`src/rtl/axis_route_ctrl_dtu_pkg.sv`:
```
// Shared route types for the vFPGA host/DTU stream switch control.
// The route word layout and request FSM encoding are common to all blocks.
package lynxTypes;

  localparam int ROUTE_BITS = 8;
  localparam int DEST_BITS  = 3;

  typedef struct packed {
    logic [1:0]           rsvd;
    logic [DEST_BITS-1:0] dtu_dest;
    logic [DEST_BITS-1:0] host_dest;
  } route_t;

  typedef enum logic [1:0] {
    ST_IDLE  = 2'd0,
    ST_CHECK = 2'd1,
    ST_DRAIN = 2'd2,
    ST_APPLY = 2'd3
  } route_fsm_t;

  // Power-up routing: host sink i feeds DTU source i, DTU sink i feeds host source i.
  function automatic route_t reset_route(input int idx, input int n_id);
    route_t r;
    r.rsvd      = 2'b00;
    r.dtu_dest  = DEST_BITS'(idx);
    r.host_dest = DEST_BITS'(n_id + idx);
    return r;
  endfunction

  function automatic logic route_ok(input route_t r, input int n_id);
    return (r.rsvd == 2'b00) && (int'(r.host_dest) < 2 * n_id) && (int'(r.dtu_dest) < 2 * n_id);
  endfunction

endpackage

```
`src/rtl/axis_route_ctrl_dtu_pkt_tracker.sv`:
```
// Packet-in-flight tracker for one AXI4-Stream sink: busy between the first
// accepted non-last beat and the accepted tlast beat.
module axis_pkt_tracker (
  input  logic clk_i,
  input  logic rst_i,
  input  logic tvalid_i,
  input  logic tready_i,
  input  logic tlast_i,
  output logic busy_o,
  output logic open_beat_o
);

  logic busy_q;
  logic busy_d;

  assign open_beat_o = tvalid_i & tready_i & ~tlast_i;
  assign busy_o      = busy_q;

  // Next busy state from the accepted beat, if any
  always_comb begin
    busy_d = busy_q;
    if (tvalid_i && tready_i) begin
      busy_d = ~tlast_i;
    end else begin
      busy_d = busy_q;
    end
  end

  // Busy flag register
  always_ff @(posedge clk_i or posedge rst_i) begin
    if (rst_i) begin
      busy_q <= 1'b0;
    end else begin
      busy_q <= busy_d;
    end
  end

endmodule

```
`src/rtl/axis_route_ctrl_dtu.sv`:
```
// Route controller for the host/DTU stream switch; applies route updates only
// at packet boundaries. Optional counters: define AXIS_ROUTE_CTRL_STATS_EN.
module axis_route_ctrl_dtu
  import lynxTypes::*;
#(
  parameter int N_ID = 2
) (
  input  logic                       aclk,
  input  logic                       areset,
  input  logic                       cfg_valid,
  output logic                       cfg_ready,
  input  logic [7:0]                 cfg_id,
  input  logic [ROUTE_BITS-1:0]      cfg_route,
  output logic                       cfg_done,
  output logic                       cfg_err,
  input  logic [N_ID-1:0]            host_tvalid,
  input  logic [N_ID-1:0]            host_tready,
  input  logic [N_ID-1:0]            host_tlast,
  input  logic [N_ID-1:0]            dtu_tvalid,
  input  logic [N_ID-1:0]            dtu_tready,
  input  logic [N_ID-1:0]            dtu_tlast,
  output logic [N_ID-1:0]            hold,
`ifdef AXIS_ROUTE_CTRL_STATS_EN
  output logic [N_ID*16-1:0]         stat_updates,
  output logic [N_ID*16-1:0]         stat_stall_cycles,
`endif
  output logic [N_ID*ROUTE_BITS-1:0] route_out
);

  route_fsm_t      state_q, state_d;
  logic [7:0]      id_q, id_d;
  route_t          rt_q, rt_d;
  route_t          route_q [N_ID];
  logic            done_q, done_d, err_q, err_d, ready_q, ready_d;
  logic [N_ID-1:0] hold_q, hold_d;
  logic [N_ID-1:0] host_busy_s, dtu_busy_s, host_open_s, dtu_open_s;
  logic            sel_busy_s, sel_open_s, req_ok_s, upd_s;

  for (genvar g = 0; g < N_ID; g++) begin : g_region
    axis_pkt_tracker u_host (
      .clk_i(aclk), .rst_i(areset), .tvalid_i(host_tvalid[g]), .tready_i(host_tready[g]),
      .tlast_i(host_tlast[g]), .busy_o(host_busy_s[g]), .open_beat_o(host_open_s[g])
    );
    axis_pkt_tracker u_dtu (
      .clk_i(aclk), .rst_i(areset), .tvalid_i(dtu_tvalid[g]), .tready_i(dtu_tready[g]),
      .tlast_i(dtu_tlast[g]), .busy_o(dtu_busy_s[g]), .open_beat_o(dtu_open_s[g])
    );
    assign route_out[g*ROUTE_BITS +: ROUTE_BITS] = route_q[g];
  end

  // Packet activity of the region named by the pending request
  always_comb begin
    sel_busy_s = 1'b0;
    sel_open_s = 1'b0;
    for (int i = 0; i < N_ID; i++) begin
      sel_busy_s = sel_busy_s | ((id_q == 8'(i)) & (host_busy_s[i] | dtu_busy_s[i]));
      sel_open_s = sel_open_s | ((id_q == 8'(i)) & (host_open_s[i] | dtu_open_s[i]));
    end
    req_ok_s = (id_q < 8'(N_ID)) && route_ok(rt_q, N_ID);
  end

  // Request FSM next state and registered-output next values
  always_comb begin
    state_d = state_q;
    id_d    = id_q;
    rt_d    = rt_q;
    done_d  = 1'b0;
    err_d   = 1'b0;
    upd_s   = 1'b0;
    case (state_q)
      ST_IDLE: begin
        if (cfg_valid && ready_q) begin
          id_d    = cfg_id;
          rt_d    = route_t'(cfg_route);
          state_d = ST_CHECK;
        end else begin
          state_d = ST_IDLE;
        end
      end
      ST_CHECK: begin
        if (req_ok_s) begin
          state_d = ST_DRAIN;
        end else begin
          done_d  = 1'b1;
          err_d   = 1'b1;
          state_d = ST_IDLE;
        end
      end
      ST_DRAIN: begin
        if (!sel_busy_s && !sel_open_s) begin
          done_d  = 1'b1;
          state_d = ST_APPLY;
        end else begin
          state_d = ST_DRAIN;
        end
      end
      ST_APPLY: begin
        upd_s   = 1'b1;
        state_d = ST_IDLE;
      end
      default: state_d = ST_IDLE;
    endcase
    // cfg_ready stays low through the completion pulse cycle
    ready_d = (state_d == ST_IDLE) && !done_d;
    for (int i = 0; i < N_ID; i++) begin
      hold_d[i] = ((state_d == ST_DRAIN) || (state_d == ST_APPLY)) && (id_d == 8'(i));
    end
  end

  // FSM, request slot and handshake output registers
  always_ff @(posedge aclk or posedge areset) begin
    if (areset) begin
      state_q <= ST_IDLE;
      id_q    <= 8'd0;
      rt_q    <= '0;
      done_q  <= 1'b0;
      err_q   <= 1'b0;
      ready_q <= 1'b1;
      hold_q  <= '0;
    end else begin
      state_q <= state_d;
      id_q    <= id_d;
      rt_q    <= rt_d;
      done_q  <= done_d;
      err_q   <= err_d;
      ready_q <= ready_d;
      hold_q  <= hold_d;
    end
  end

  // Route word registers; only the requested region is ever written
  always_ff @(posedge aclk or posedge areset) begin
    if (areset) begin
      for (int i = 0; i < N_ID; i++) route_q[i] <= reset_route(i, N_ID);
    end else begin
      for (int i = 0; i < N_ID; i++) begin
        if (upd_s && (id_q == 8'(i))) route_q[i] <= rt_q;
      end
    end
  end

  assign cfg_ready = ready_q;
  assign cfg_done  = done_q;
  assign cfg_err   = err_q;
  assign hold      = hold_q;

`ifdef AXIS_ROUTE_CTRL_STATS_EN
  logic [15:0] upd_cnt_q   [N_ID];
  logic [15:0] stall_cnt_q [N_ID];

  // Saturating per-region update and drain-stall counters
  always_ff @(posedge aclk or posedge areset) begin
    if (areset) begin
      for (int i = 0; i < N_ID; i++) begin
        upd_cnt_q[i]   <= 16'd0;
        stall_cnt_q[i] <= 16'd0;
      end
    end else begin
      for (int i = 0; i < N_ID; i++) begin
        if (upd_s && (id_q == 8'(i)) && (upd_cnt_q[i] != 16'hFFFF))
          upd_cnt_q[i] <= upd_cnt_q[i] + 16'd1;
        if ((state_q == ST_DRAIN) && (id_q == 8'(i)) && (stall_cnt_q[i] != 16'hFFFF))
          stall_cnt_q[i] <= stall_cnt_q[i] + 16'd1;
      end
    end
  end

  for (genvar g = 0; g < N_ID; g++) begin : g_stats
    assign stat_updates[g*16 +: 16]      = upd_cnt_q[g];
    assign stat_stall_cycles[g*16 +: 16] = stall_cnt_q[g];
  end
`endif

endmodule

```
`config.mk`:
```
export PLATFORM = sky130hd
export DESIGN_NAME = axis_route_ctrl_dtu
export DESIGN_NICKNAME = d
export VERILOG_FILES = /design/src/rtl/axis_route_ctrl_dtu_pkg.sv /design/src/rtl/axis_route_ctrl_dtu_pkt_tracker.sv /design/src/rtl/axis_route_ctrl_dtu.sv
export SDC_FILE = /design/constraint.sdc
export NUM_CORES = 1
export LEC_CHECK = 0
export ABC_AREA = 1
export BUFFER_PORTS_ARGS = -buffer_cell sky130_fd_sc_hd__buf_2
export CAP_MARGIN = 20
export CORE_ASPECT_RATIO = 1.1
export CORE_MARGIN = 5
export CORE_UTILIZATION = 46
export DETAILED_ROUTE_END_ITERATION = 16
export HOLD_SLACK_MARGIN = 0.03
export PLACE_DENSITY = 0.7
export SYNTH_ARGS = -nofsm -noshare
export SYNTH_HDL_FRONTEND = slang
export SYNTH_SLANG_ARGS = --single-unit
export TNS_END_PERCENT = 50
```
`constraint.sdc`:
```
create_clock -name aclk -period 1.6 [get_ports aclk]
set_clock_uncertainty 0.2 [all_clocks]
set_input_delay 0.16 -clock aclk [delete_from_list [all_inputs] [get_ports aclk]]
set_output_delay 0.16 -clock aclk [all_outputs]
set_load 0.01 [all_outputs]
```
* After elaboration in Yosys (flattened, before gate mapping) *
Cells that the tools add are included.

storage, ports and cells
  bits in registers = 43
  bits in latches = 0
  memory bits (writable) = 0
  ROM bits = 0
  output and inout port bits = 21
  memories kept = 0

operators by class
  add/sub/neg operators = 0
  multipliers = 0
  div/mod/pow operators = 0
  magnitude comparators = 3
  equal/unequal tests = 7
  shifts and indexed selects = 0
  multiplexer cells = 11
  bitwise operators = 22
  reduce and logical (&&, ||, !) cells = 24

operator list
  operator                                                                      count
  8-bit by 1-bit equality test with 1-bit output, second input constant         2
  8-bit logical NOT                                                             2
  8-bit 2-to-1 mux                                                              2
  1-bit logical AND                                                             14
  1-bit bitwise AND                                                             12
  2-bit equality test, second input constant                                    4
  8-bit by 2-bit less-than comparator with 1-bit output, second input constant  1
  2-bit case mux with 4 select lines                                            1
  2-bit logical NOT                                                             3
  3-bit less-than comparator, second input constant                             2
  1-bit 2-to-1 mux                                                              6
  1-bit OR                                                                      6
  1-bit inverter                                                                4
  1-bit logical NOT                                                             3
  2-bit by 1-bit equality test with 1-bit output, second input constant         1
  2-bit 2-to-1 mux                                                              1
  1-bit case mux with 2 select lines                                            1
  2-bit AND reduction                                                           1
  1-bit logical OR                                                              1

* Logic depth before layout (Yosys ltp) *
  word-level depth = 12
  depth in mapped cells = 10
  depth with buffers taken out = 9

* Cells and area by module *
Synthesis repeated with hierarchy kept, for this count alone.

unflattened totals
  cells, all modules = 225
  area, all modules = 1949.4 um2

by module, submodules not included
  module               times used  cells an instance  area each (um2)
  axis_route_ctrl_dtu  1           193                1739.2
  axis_pkt_tracker     4           8                  52.6

* Worst setup path after synthesis *
No wires, ideal clock.

  path type = register to register
  start = register state_q[0]
  end = register hold_q[0], in the netlist hold[0]
  library setup time = 0.072 ns
  data arrival time = 1.350 ns
  data required time = 1.328 ns
  setup slack = -0.022 ns
  cell stages (with the launch flop) = 9
  buffers on the path = 0
  cell sequence = dfrtp_1 -> inv_1 -> ha_1 -> nand3_2 -> inv_2 -> or2_2 -> o21ai_2 -> nand4_2 -> nor2_1

on the way
  cells in the longest elaborated chain, start to end = 5
  elaborated cells on any way between the ends = 11
  those cells by class = eq/ne (5); mux (2); reduce/logical (4)

ends and longest elaborated chain
  what                                         line                        RTL
  from (decl)                                  axis_route_ctrl_dtu.sv:30   route_fsm_t state_q, state_d;
  from (signal assigned)                       axis_route_ctrl_dtu.sv:121  state_q <= state_d;
  2-bit equality test (tied with other cells)  axis_route_ctrl_dtu.sv:70   case (state_q)
  2-bit case mux with 4 select lines           axis_route_ctrl_dtu.sv:70
  2-bit equality test                          axis_route_ctrl_dtu.sv:106  hold_d[i] = ((state_d == ST_DRAIN) || (state_d == ST_APPLY)) && (id_d == 8'(i));
  1-bit logical OR                             axis_route_ctrl_dtu.sv:106
  1-bit logical AND *                          axis_route_ctrl_dtu.sv:106
  via hold_d[0]                                axis_route_ctrl_dtu.sv:35   logic [N_ID-1:0] hold_q, hold_d;
  to (signal assigned)                         axis_route_ctrl_dtu.sv:127  hold_q <= hold_d;
  to (decl)                                    axis_route_ctrl_dtu.sv:35

Mark *: on every way through the listed nets, which the timed path passes. The rest lies on a longest branch.
A chain may end at the register's enable or synchronous reset.

* Worst setup path in the final report *
  start = register state_q[0]
  end = register hold_q[0], in the netlist hold[0]

on the way
  elaborated cells on any way between the ends = 11
  those cells by class = eq/ne (5); mux (2); reduce/logical (4)

RTL lines
  what               line                        RTL
  2-bit logical NOT  axis_route_ctrl_dtu.sv:70
  8-bit 2-to-1 mux   axis_route_ctrl_dtu.sv:70
  via id_d[4]        axis_route_ctrl_dtu.sv:31   logic [7:0] id_q, id_d;
  8-bit logical NOT  axis_route_ctrl_dtu.sv:106
  1-bit logical AND  axis_route_ctrl_dtu.sv:106
  via hold_d[0]      axis_route_ctrl_dtu.sv:35

The timed path passes the listed nets, and every way through them passes these cells.

==> impl_results.md <==
- Clock latency on the worst-skew pair: a little under 0.3 ns
- Max-slew headroom: 0.8450
- Peak supply drop: approximately 0.00076 V
- Share of flip-flops with an asynchronous set or reset: 1.000
- Maxcap violations: 0
- CTS tree: yes
- Max H-tree Level: 2
- Setup Viol. Count Final: 0
- Netlist cell types: 23
- Layout cells sized above 1: 0.4415
- CP max FO: 6
- Commonest non-fill, non-tap cell in the layout: buf_2
- Synth Instances: roughly 200
- Post-route cell area: about 0.0028 mm²
- DR iter-0 viols: 70
- Via Count: approximately 1.6k
- Pint: a little under 2 mW
- Post-Syn Nets: about 230
- Die height: just under 80 µm
- IO buf count: between 50 and 60
- Gr ovfl total: 0
- Period Utilization, post-route: 0.9824
- Avg WL per Cell: between 10 and 15 µm
- Total iterations of the first detailed-routing run: 4
- Final Hold Fails: 0
- Global-route wire length before repair: around 7200 µm
- Finished Layout Cells: around 350
- Yosys warning count: 0
- Core area: around 0.004 mm²
- Cell area after placement: 0.002271 mm²
- Hold path depth: 4
- Top_reg_cell synth: dfrtp_1
- Status: finished clean
- Detail Placement HPWL: roughly 2800 µm
- Placement Rows: 24
- Hold slack: ~0.12 ns
- Vias in the first global route: between 1.5k and 2k
- Nets: approximately 330
- Post-Route WL: 4317 µm
- Clock Power Share: 0.233
- Final WS setup: roughly 0.028 ns
- Initial antenna violation count: 0
- Pwr dens: between 1000 and 1500 mW/mm²
- Synthesis-stage register bit count: 43
- Clk buf depth: 2
- Mean area per synthesized cell: about 9.6 µm²
- Crit. End Element: register
- Post-route ant nets: 0
- Worst slew pin tran: about 0.23 ns
- Sequential area share after synthesis: 0.5646
- I/O pin cnt: 52
- Total CTS buffers: 5
- Initial Util: 0.4799
- Final Critical Period: between 1.5 and 2 ns
- Pin count of the biggest net entering global routing: 44
- Die area: approximately 0.0056 mm²
- Cells after DPL: 306
- Layout area overhead: 46.34%
- Cells on worst reg2reg path: 10
- FF-to-FF End: hold[0]$_DFF_PP0_
- Sw Ratio: 0.3192
- Logic pwr share: 0.288
- Gpl congestion: between 0.7 and 0.8
- Die W: between 70 and 80 µm
- Place WS: -0.08835 ns
- Leak pwr: 1.439 nW
- Final Core Density: 0.7024
- Sw power: roughly 900 µW
- Crit path capture: hold[0]$_DFF_PP0_
- Worst EP arrival: 1.59 ns
- CP Class: reg -> reg
- FMAX: around 640 MHz
- Critical Path RT: around 1.6 ns
- # DRC: 0
- Reg-to-Reg Start: state_q[0]$_DFF_PP0_
- # diodes: 0
- CTS root buf: clkbuf_8
- Mapped Area: roughly 0.0019 mm²
- GRT Total Usage: 0.1658
- RSZ-0062 raised after global routing: true
- Clock tree sinks: 43
- Min-delay worst type: in -> reg
- Clock transition at path regs: approximately 0.080 ns
- Most frequent cells in the layout: buf_2, nand2_1, dfrtp_1
- Sequential group share of total power: 0.478
- Vias per inst: roughly 4.6
- Total power: 2.822 mW
- Setup_tns: 0 ns
- Critical Path Start: state_q[0]$_DFF_PP0_
- Slew Viols, Final: 0
- R2R setup slack: around 0.028 ns
- CP Launch Type: register
- EDFF count, synth: 0
## how the worst min path moves through the flow
stage                    from                                    end  slack [ns]
4_1_cts             cfg_valid                   state_q[0]$_DFF_PP0_        0.10
3_3_place_gp           areset  g_region[0].u_host.busy_o$_DFFE_PP0N_        0.01
5_1_grt             cfg_valid                   state_q[0]$_DFF_PP0_        0.13
3_5_place_dp           areset  g_region[0].u_host.busy_o$_DFFE_PP0N_        0.01
6_report            cfg_valid                   state_q[0]$_DFF_PP0_        0.12
2_1_floorplan  host_tready[0]  g_region[0].u_host.busy_o$_DFFE_PP0N_        0.06
## cell type report
cell class,count,area [µm²]
sequential,43,1082
tap,52,65.06
timing repair buffer,97,708.2
multi-input combinational,128,775.7
clock buffer,6,72.57
fill,297,1189
clock inverter,2,12.51
inverter,23,88.84
## sequential cells by signal, indices dropped and copies added, names as in the netlist
signal                  cells
hold                        2
cfg_err                     1
cfg_done                    1
rt_q                        8
state_q                     2
g_region.u_dtu.busy_o       2
cfg_ready                   1
g_region.u_host.busy_o      2
id_q                        8
route_out                  16
## what timing repair did
| item | in CTS | in global routing |
|---|---|---|
| setup endpoints to repair | 5 | 18 |
| setup buffers | 5 | 1 |
| pin swaps | 6 | 4 |
| hold buffers | 31 | 0 |
| endpoints found under the hold margin | 65 | 0 |
| resized for setup | 8 | 20 |
## Yosys cell counts (2+ instances only)
cell / count / share of area
a31oi_1: 2 / 0.0065
buf_6: 4 / 0.023
dfrtp_1: 38 / 0.50
dfstp_2: 5 / 0.069
ha_1: 4 / 0.026
inv_1: 18 / 0.035
inv_2: 5 / 0.0098
nand2_1: 51 / 0.10
nand2_2: 9 / 0.029
nand3_1: 8 / 0.021
nand3b_1: 2 / 0.0078
nor2_1: 13 / 0.025
nor2_2: 5 / 0.016
o21ai_0: 8 / 0.021
o21ai_1: 2 / 0.0052
o21ai_2: 18 / 0.082
## power by group through the flow
| stage | sequential [mW] | combinational [mW] | clock, mW |
|---|---|---|---|
| global placement | 1.36 | 0.611 | 0 |
| finish | 1.35 | 0.814 | 0.658 |
| floorplan | 1.36 | 0.446 | 0 |
| CTS | 1.35 | 0.745 | 0.680 |
| detailed placement | 1.37 | 0.625 | 0 |
| global route | 1.37 | 0.913 | 0.732 |
## critical path, stage by stage (launching register included)
cell and delay [ns]:
dfrtp_1 0.37, inv_2 0.06, ha_4 0.16, nand3_4 0.09, inv_4 0.06, buf_4 0.13, nand2_2 0.05, nand2_2 0.06
nor2_2 0.12, nand4_2 0.09, nor2_1 0.11
## metal layers
metal / vias to the layer above / global-route usage / share of wire
met3: 11 / 0.04134 / 0.051
met5: - / 0 / 0
met2: 35 / 0.2877 / 0.53
met1: 742 / 0.1997 / 0.40
li1: 824 / - / -
met4: 0 / 0.05451 / 0.022
## cells by family after synthesis
group | Yosys count | synth area share
buf+inv | 28 | 0.07049
fa+ha+maj | 4 | 0.02611
flops | 43 | 0.5646
simple gates | 93 | 0.2213
compound gates | 31 | 0.1175
Power figures use the tool's default switching activity.
